### src/rtl/half_adder_sub.sv
// Registered lane-parallel half subtractor with valid pipeline and saturating borrow-event counter.
// Define HALF_ADDER_SUB_ADD_MODE_EN to add a 'mode' input selecting half-add (mode=1) per beat.
module half_adder_sub #(
    parameter int unsigned WIDTH = 1,
    parameter int unsigned CNT_W = 8
) (
    input  logic             clk,
    input  logic             rst,
    input  logic             in_valid,
`ifdef HALF_ADDER_SUB_ADD_MODE_EN
    input  logic             mode,
`endif
    input  logic [WIDTH-1:0] a,
    input  logic [WIDTH-1:0] b,
    output logic [WIDTH-1:0] c,
    output logic [WIDTH-1:0] d,
    output logic             out_valid,
    output logic             borrow_any,
    output logic [CNT_W-1:0] borrow_cnt
);

    localparam logic [CNT_W-1:0] CNT_MAX = {CNT_W{1'b1}};

    logic [WIDTH-1:0] c_nxt;
    logic [WIDTH-1:0] d_nxt;
    logic             cnt_inc;

    // Per-lane arithmetic; lanes never interact.
    always_comb begin
        d_nxt   = a ^ b;
        c_nxt   = ~a & b;
        cnt_inc = in_valid & (|c_nxt);
`ifdef HALF_ADDER_SUB_ADD_MODE_EN
        if (mode) begin
            c_nxt   = a & b;
            cnt_inc = 1'b0;
        end
`endif
    end

    always_ff @(posedge clk) begin
        if (rst) begin
            c          <= '0;
            d          <= '0;
            out_valid  <= 1'b0;
            borrow_any <= 1'b0;
            borrow_cnt <= '0;
        end else begin
            out_valid  <= in_valid;
            borrow_any <= in_valid & (|c_nxt);
            // Result registers hold when idle to avoid needless toggling.
            if (in_valid) begin
                c <= c_nxt;
                d <= d_nxt;
            end
            if (cnt_inc && (borrow_cnt != CNT_MAX)) begin
                borrow_cnt <= borrow_cnt + CNT_W'(1);
            end
        end
    end

endmodule

### config.mk
export PLATFORM = sky130hd
export DESIGN_NAME = half_adder_sub
export DESIGN_NICKNAME = d
export VERILOG_FILES = /design/src/rtl/half_adder_sub.sv
export SDC_FILE = /design/constraint.sdc
export NUM_CORES = 1
export LEC_CHECK = 0
export ABC_AREA = 1
export CAP_MARGIN = 0
export CELL_PAD_IN_SITES_DETAIL_PLACEMENT = 2
export CELL_PAD_IN_SITES_GLOBAL_PLACEMENT = 2
export CORE_UTILIZATION = 24
export CTS_BUF_LIST = sky130_fd_sc_hd__clkbuf_4
export DETAILED_ROUTE_END_ITERATION = 7
export MAX_ROUTING_LAYER = met4
export PLACE_DENSITY_LB_ADDON = 0.1
export SETUP_SLACK_MARGIN = 0.1
export SLEW_MARGIN = 40
export SYNTH_ARGS = -nofsm -noshare
export SYNTH_HDL_FRONTEND = slang
export SYNTH_SLANG_ARGS = --single-unit
### constraint.sdc
create_clock -name clk -period 1.1 [get_ports clk]
set_input_delay 0.275 -clock clk [delete_from_list [all_inputs] [get_ports clk]]
set_output_delay 0.275 -clock clk [all_outputs]
set_load 0.01 [all_outputs]
==> impl_metrics.json, run 1 <==
{
  "grt_overflow": 0,
  "syn_inst": 79,
  "cts_tree": "done",
  "synth-adder-area-share_pct": 4.15,
  "detail_route.wl_per_cell_microns": 12.9,
  "fin_skew_ns": 0.0114,
  "r2r_slack_ns": -0.13,
  "max-cap-violations": 0,
  "status": "complete, but fails checks",
  "fp-row-count": 17,
  "cts.sinks": 12,
  "fin_cells": 144,
  "cp.required_ns": 1.27,
  "maxSlewViolCount": 0,
  "die_x_microns": 52.1,
  "syn_to_final_growth_pct": 73.0,
  "syn-num-nets": 86,
  "ys_types": 18,
  "ys.flop_type": "dfxtp_1",
  "critPathCapture": "borrow_cnt[4]$_SDFFE_PP0P_",
  "netlist_top_cells_count": "nand2_1, dfxtp_1, inv_1, nor2_1, a21oi_1",
  "yosysMostFrequentCell": "nand2_1",
  "first_pass_iters": 3,
  "critPathLaunchType": "flip-flop",
  "rr_worst_depth": 8,
  "synth_edf_count": 0,
  "max_freq_ghz": 0.813,
  "num-nets-final": 124,
  "viasPerCell": 4.49,
  "slew_headroom_pct": 86.9,
  "synth.area.top_cells": "dfxtp_1, nand2_1, a21oi_1",
  "regToRegEndpoint": "borrow_cnt[4]$_SDFFE_PP0P_",
  "synth_seq_cells": 12,
  "pre_cts_slack_ns": -0.476,
  "powerDensity_mw_per_mm2": 793,
  "drive_above_1_share_pct": 55.2,
  "critPathLaunch": "borrow_cnt[0]$_SDFFE_PP0P_",
  "cp.arrival_ns": 1.40,
  "crit_type": "reg -> reg",
  "netlist_area_sq_um": 603,
  "ys_seq_area_share_pct": 39.8,
  "period_minus_slack_ns": 1.23,
  "cts_buffer_depth": 2,
  "ant_nets": 0,
  "reg2reg_from": "borrow_cnt[0]$_SDFFE_PP0P_",
  "pwr-share-clk_pct": 35.5,
  "drcViolationCount": 0,
  "antenna_found_initial": 0,
  "yosys.area.top_type": "dfxtp_1",
  "postSynthAreaPerCell_sq_um": 7.63,
  "yosys_warnings": 0,
  "core_sq_mm": 0.00230,
  "vias": 647,
  "rsz0062_at_grt": "true",
  "die_height_microns": 52.1,
  "p_sw_w": 0.000213,
  "ir_drop_v": 0.000392,
  "p_leak_nw": 0.512,
  "synthSimpleGateAreaFrac_pct": 38.4,
  "power_frac_seq_pct": 54.0,
  "hold_viol": 0,
  "die_area_sq_mm": 0.00272,
  "grt_start_max_net_pins": 12,
  "cts-buffers-inserted": 3,
  "grt_pass1_wl_microns": 3100,
  "gp_congestion": 0.725,
  "synth_top_area_share_pct": 39.8,
  "critPathMaxFanout": 3,
  "cts.clk_slew.worst_paths_ns": 0.09,
  "synthMuxAreaShare_pct": 0,
  "hpwlAfterDp_microns": 1420,
  "power_frac_comb_pct": 10.5,
  "p_sw_share_pct": 25.7,
  "setup_violations": 9,
  "whs_path_depth": 3,
  "fin_ws_ns": -0.130,
  "post-place-cells": 136,
  "drtIter0Drc": 4,
  "io_buffer_count": 16,
  "grt_usage_pct": 16.5,
  "synth_xor_area_share_pct": 0,
  "synth-compound-area-share_pct": 9.54,
  "grt_pass1_vias": 676,
  "hold_start": "in_valid",
  "end_kind": "flip-flop",
  "pin_count": 17,
  "cts_hold_buf": 0,
  "async_flop_share_pct": 0,
  "hp-class": "in -> reg",
  "fin_crit_sh_pct": 112,
  "antenna_cells": 0,
  "internal_power_w": 0.000614,
  "failed_checks": "setup timing",
  "insertion_delay_ns": 0.28,
  "synth_top_family_by_area": "simple AND/OR/NAND/NOR gates",
  "root_buffer": "clkbuf_4",
  "start_util_pct": 26.3,
  "tightest_slew_ns": 0.197,
  "htreeDepth": 1,
  "routed_wl_microns": 1860
}
[cell families after synthesis]
family	after synthesis
AOI/OAI and AO/OA	10
adders and majority gates	2
buffers and inverters	11
DFF	12
and+or+nand+nor	44
[cells in the final DEF, fill, tap and decap left out, types with 2 or more instances in the layout]
master / n
buf_4: 16
nand2_1: 12
nor2_1: 10
buf_6: 10
inv_1: 9
a21oi_1: 8
dfxtp_2: 7
nand2_2: 5
nand2_4: 3
nor2_4: 3
nand3_2: 3
nand3_1: 3
dfxtp_4: 3
clkbuf_4: 3
dfxtp_1: 2
dlygate4sd2_1: 2
buf_2: 2
[worst min-delay path by stage]
stage	end	slack, ns
3_5_place_dp	c$_SDFFE_PP0P_	0.46
3_3_place_gp	c$_SDFFE_PP0P_	0.45
2_1_floorplan	borrow_cnt[1]$_SDFFE_PP0P_	0.33
6_report	d$_SDFFE_PP0P_	0.37
5_1_grt	d$_SDFFE_PP0P_	0.39
4_1_cts	d$_SDFFE_PP0P_	0.41
[layer usage]
layer	global-route usage (%)	vias up	routed length, microns
li1	-	327	-
met1	21.0	304	891
met2	25.4	12	888
met3	2.63	4	52
met4	7.89	0	25
met5	-	-	0
[metrics by stage]
step,TNS [ns],util (%),hold slack [ns],area [sq um],total power [W]
floorplan,-0.188,-,0.334,631,0.000490
global placement,-4.20,40.6,0.452,932,0.000545
detailed placement,-4.63,40.6,0.460,932,0.000549
CTS,-0.705,43.0,0.411,988,0.000844
global route,-1.18,45.4,0.392,1040,0.000873
finish,-0.502,45.4,0.372,1040,0.000827
[layout make-up]
cell class	instances	area, sq um
Fill cell	268	1250
Multi-Input combinational cell	56	370
Timing Repair Buffer	34	314
Sequential cell	12	260
Inverter	10	37.5
Tap cell	28	35.0
Clock buffer	3	22.5
Clock inverter	1	3.75
[timing repair]
item                                    in CTS  in global routing
pin swaps                                    5                  6
gates cloned                                 0                  0
resized for setup                           65                 15
endpoints found under the hold margin        0                  0
setup buffers                                1                  3
endpoints found under the setup margin      22                 23
[power by group through the flow]
stage,Sequential (W),Combinational [W],Clock (W)
3_5_place_dp,0.000457,0.0000925,0
6_report,0.000446,0.0000872,0.000294
4_1_cts,0.000448,0.0000872,0.000309
5_1_grt,0.000448,0.0000973,0.000328
2_1_floorplan,0.000462,0.0000278,0
3_3_place_gp,0.000456,0.0000890,0
[worst max-delay path: stages, from the launching register on]
cell	delay (ns)
dfxtp_4	0.38
ha_4	0.15
nand2_4	0.06
buf_12	0.12
nor2_4	0.11
buf_4	0.13
nand3_2	0.06
nand2_1	0.06
nor2_1	0.04
[state kept, by name, indices dropped and copies added (netlist names)]
name and cells:
borrow_any 1, borrow_cnt 8, c 1, d 1, out_valid 1
Power figures use the tool's default switching activity.
==> run 2, diff against run 1 <==
- ABC_AREA: 1 -> 0
- CORE_UTILIZATION: 24 -> 25
==> run 2 against run 1 <==
  * The flow still finishes with violations (setup timing)
  * Sequential share of layout area down 1.9 points
  * Worst hold slack better by 0.031 ns
  * First-iteration DRC count up 50%
==> impl_metrics.json, run 2 <==
{
  "period_minus_slack_ns": 1.40,
  "ys.flop_type": "dfxtp_1",
  "htreeDepth": 1,
  "insertion_delay_ns": 0.29,
  "ys_types": 29,
  "p_leak_nw": 0.469,
  "path_buf_inv": 0,
  "multiInputGateArea_sq_um": 443,
  "cts.clk_slew.worst_paths_ns": 0.08,
  "critPathMaxFanout": 4,
  "cp.arrival_ns": 1.56,
  "ir_drop_v": 0.000660,
  "critPathLaunchType": "flip-flop",
  "rsz0062_at_grt": "true",
  "cts_tree": "done",
  "grt_pass1_wl_microns": 4270,
  "tightest_slew_ns": 0.270,
  "drcViolationCount": 0,
  "hold_start": "in_valid",
  "cts-buffers-inserted": 3,
  "antenna_cells": 0,
  "pre_cts_slack_ns": -0.709,
  "largest_register_ffs": 8,
  "seq_area_sq_um": 270,
  "die_height_microns": 49.9,
  "failed_checks": "setup timing",
  "final_common_cell": "buf_4",
  "drive_above_1_share_pct": 72.0,
  "grt_usage_pct": 25.2,
  "slowest_stage": "dfxtp_4",
  "grt_overflow": 0,
  "fin_crit_sh_pct": 127,
  "crit_type": "reg -> reg",
  "async_flop_share_pct": 0,
  "synth_edf_count": 0,
  "cts_buffer_depth": 2,
  "yosysMostFrequentCell": "dfxtp_1",
  "end_kind": "flip-flop",
  "final_cell_mix": "buf_4, buf_6, dfxtp_4",
  "max_freq_ghz": 0.717,
  "num-nets-final": 115,
  "postSynthAreaPerCell_sq_um": 9.12,
  "grtUsageMet3_pct": 6.79,
  "status": "complete, but fails checks",
  "yosys_warnings": 0,
  "drtIter0Drc": 6,
  "cp.required_ns": 1.27,
  "final_area_sq_mm": 0.00117,
  "hpwlAfterDp_microns": 1490,
  "io_buffer_count": 16,
  "ant_nets": 0,
  "viasPerCell": 5.08,
  "syn-num-nets": 70,
  "cts.sinks": 12,
  "cp_cell_sequence": "ha_4 -> and3_4 -> a211oi_2 -> mux2_4",
  "root_buffer": "clkbuf_4",
  "fin_ws_ns": -0.295,
  "synth_seq_cells": 12,
  "powerDensity_mw_per_mm2": 774,
  "maxSlewViolCount": 0,
  "reg2reg_from": "borrow_cnt[0]$_SDFFE_PP0P_",
  "gp_congestion": 0.754,
  "fin_skew_ns": 0.0100,
  "n_fill_cell": 201,
  "pin_count": 17,
  "fp-row-count": 16,
  "first_pass_iters": 2,
  "hp-class": "in -> reg",
  "placed_area_sq_um": 907,
  "critPathTopFamily": "flip-flops",
  "die_area_sq_mm": 0.00249,
  "use_met1_pct": 27.8,
  "die_x_microns": 49.9,
  "syn_inst": 63,
  "synth_top_area_share_pct": 41.8,
  "synth.area.top_cells": "dfxtp_1, a211oi_1, ha_1",
  "hold_viol": 0,
  "netlist_area_sq_um": 574,
  "grt_util_met2_pct": 41.2,
  "detail_route.wl_per_cell_microns": 21.1,
  "setup_violations": 11,
  "netlist_top_cells_count": "dfxtp_1, a211oi_1, inv_1, nor2_1, nand2_1",
  "ys_seq_area_share_pct": 41.8,
  "antenna_found_initial": 0,
  "regMostFlops": "borrow_cnt",
  "yosys.area.top_type": "dfxtp_1",
  "start_util_pct": 27.9,
  "syn_to_final_growth_pct": 104,
  "vias": 681,
  "top_usage_layer": "met2",
  "critPathLaunch": "borrow_cnt[0]$_SDFFE_PP0P_",
  "grt_start_max_net_pins": 10,
  "core_sq_mm": 0.00206,
  "routed_wl_microns": 2830,
  "crit_path_max_incr_delay_ns": 0.36,
  "max-cap-violations": 0,
  "grt_pass1_vias": 803,
  "slew_headroom_pct": 81.9
}
==> run 2: per-stage QoR <==
step	util (%)	cells	setup TNS [ns]	power (W)	hold slack, ns
2_1_floorplan	-	63	-0.889	0.000500	0.354
3_3_place_gp	44.0	119	-6.83	0.000565	0.479
3_5_place_dp	44.0	119	-7.16	0.000572	0.518
4_1_cts	53.9	135	-1.87	0.000903	0.447
5_1_grt	56.8	134	-2.12	0.000943	0.415
6_report	56.8	134	-1.70	0.000906	0.403
==> run 2: logic make-up after synthesis <==
logic type | share of synthesized area (%)
adder cells (fa/ha/maj) | 4.36
multiplexers | 5.66
AO/OA/AOI/OAI | 16.3
flip-flops | 41.8
AND/OR/NAND/NOR | 24.6
buffers and inverters | 7.19
==> run 2: final timing paths <==
check / to / slack [ns] / cells past startpoint
worst max-delay path: borrow_cnt[3]$_SDFFE_PP0P_ / -0.30 / 4
worst min-delay path: d$_SDFFE_PP0P_ / 0.40 / 3
worst max register to register: borrow_cnt[3]$_SDFFE_PP0P_ / -0.30 / 4
worst min register to register: borrow_cnt[2]$_SDFFE_PP0P_ / 0.58 / 2
==> run 2: worst register-to-register path, delay by kind of cell (launching register included) <==
| family | cells | cell delay (ns) |
|---|---|---|
| mux | 1 | 0.33 |
| simple gates | 1 | 0.18 |
| compound gates | 1 | 0.24 |
| flops | 1 | 0.36 |
| fa+ha+maj | 1 | 0.17 |
==> run 2: area by class of cell <==
type | count | area share (%)
repair buffers | 43 | 32.1
well taps | 27 | 2.88
multi-input cells | 43 | 37.8
flip-flops and latches | 12 | 23.1
clock buffers | 4 | 2.56
inverters | 5 | 1.60
==> run 2: repair_timing <==
item                                    in CTS  in global routing
buffers inserted                            12                  1
pin swaps                                   14                  6
hold buffers                                 0                  0
endpoints found under the setup margin      23                 22
hold endpoints to repair                     0                  0
gates resized for setup                     86                 22
==> run 2: metal layers <==
metal	routed length (microns)	part of all wire, %	vias up
met5	0	0	-
met4	73	2.6	0
met3	96	3.4	10
met2	1500	53	16
met1	1160	41	335
li1	-	-	320
==> run 2: power by group <==
part | leakage (nW) | internal [W] | switching, W
logic | 0.347 | 0.0000739 | 0.0000681
registers | 0.104 | 0.000430 | 0.00000701
clock network | 0.0184 | 0.000166 | 0.000161
total | 0.469 | 0.000669 | 0.000237
==> run 3, diff against run 2 <==
- GPL_ROUTABILITY_DRIVEN: not set -> 0
==> results of run 3 <==
No change in the layout: final DEF, timing and power equal those of run 2.
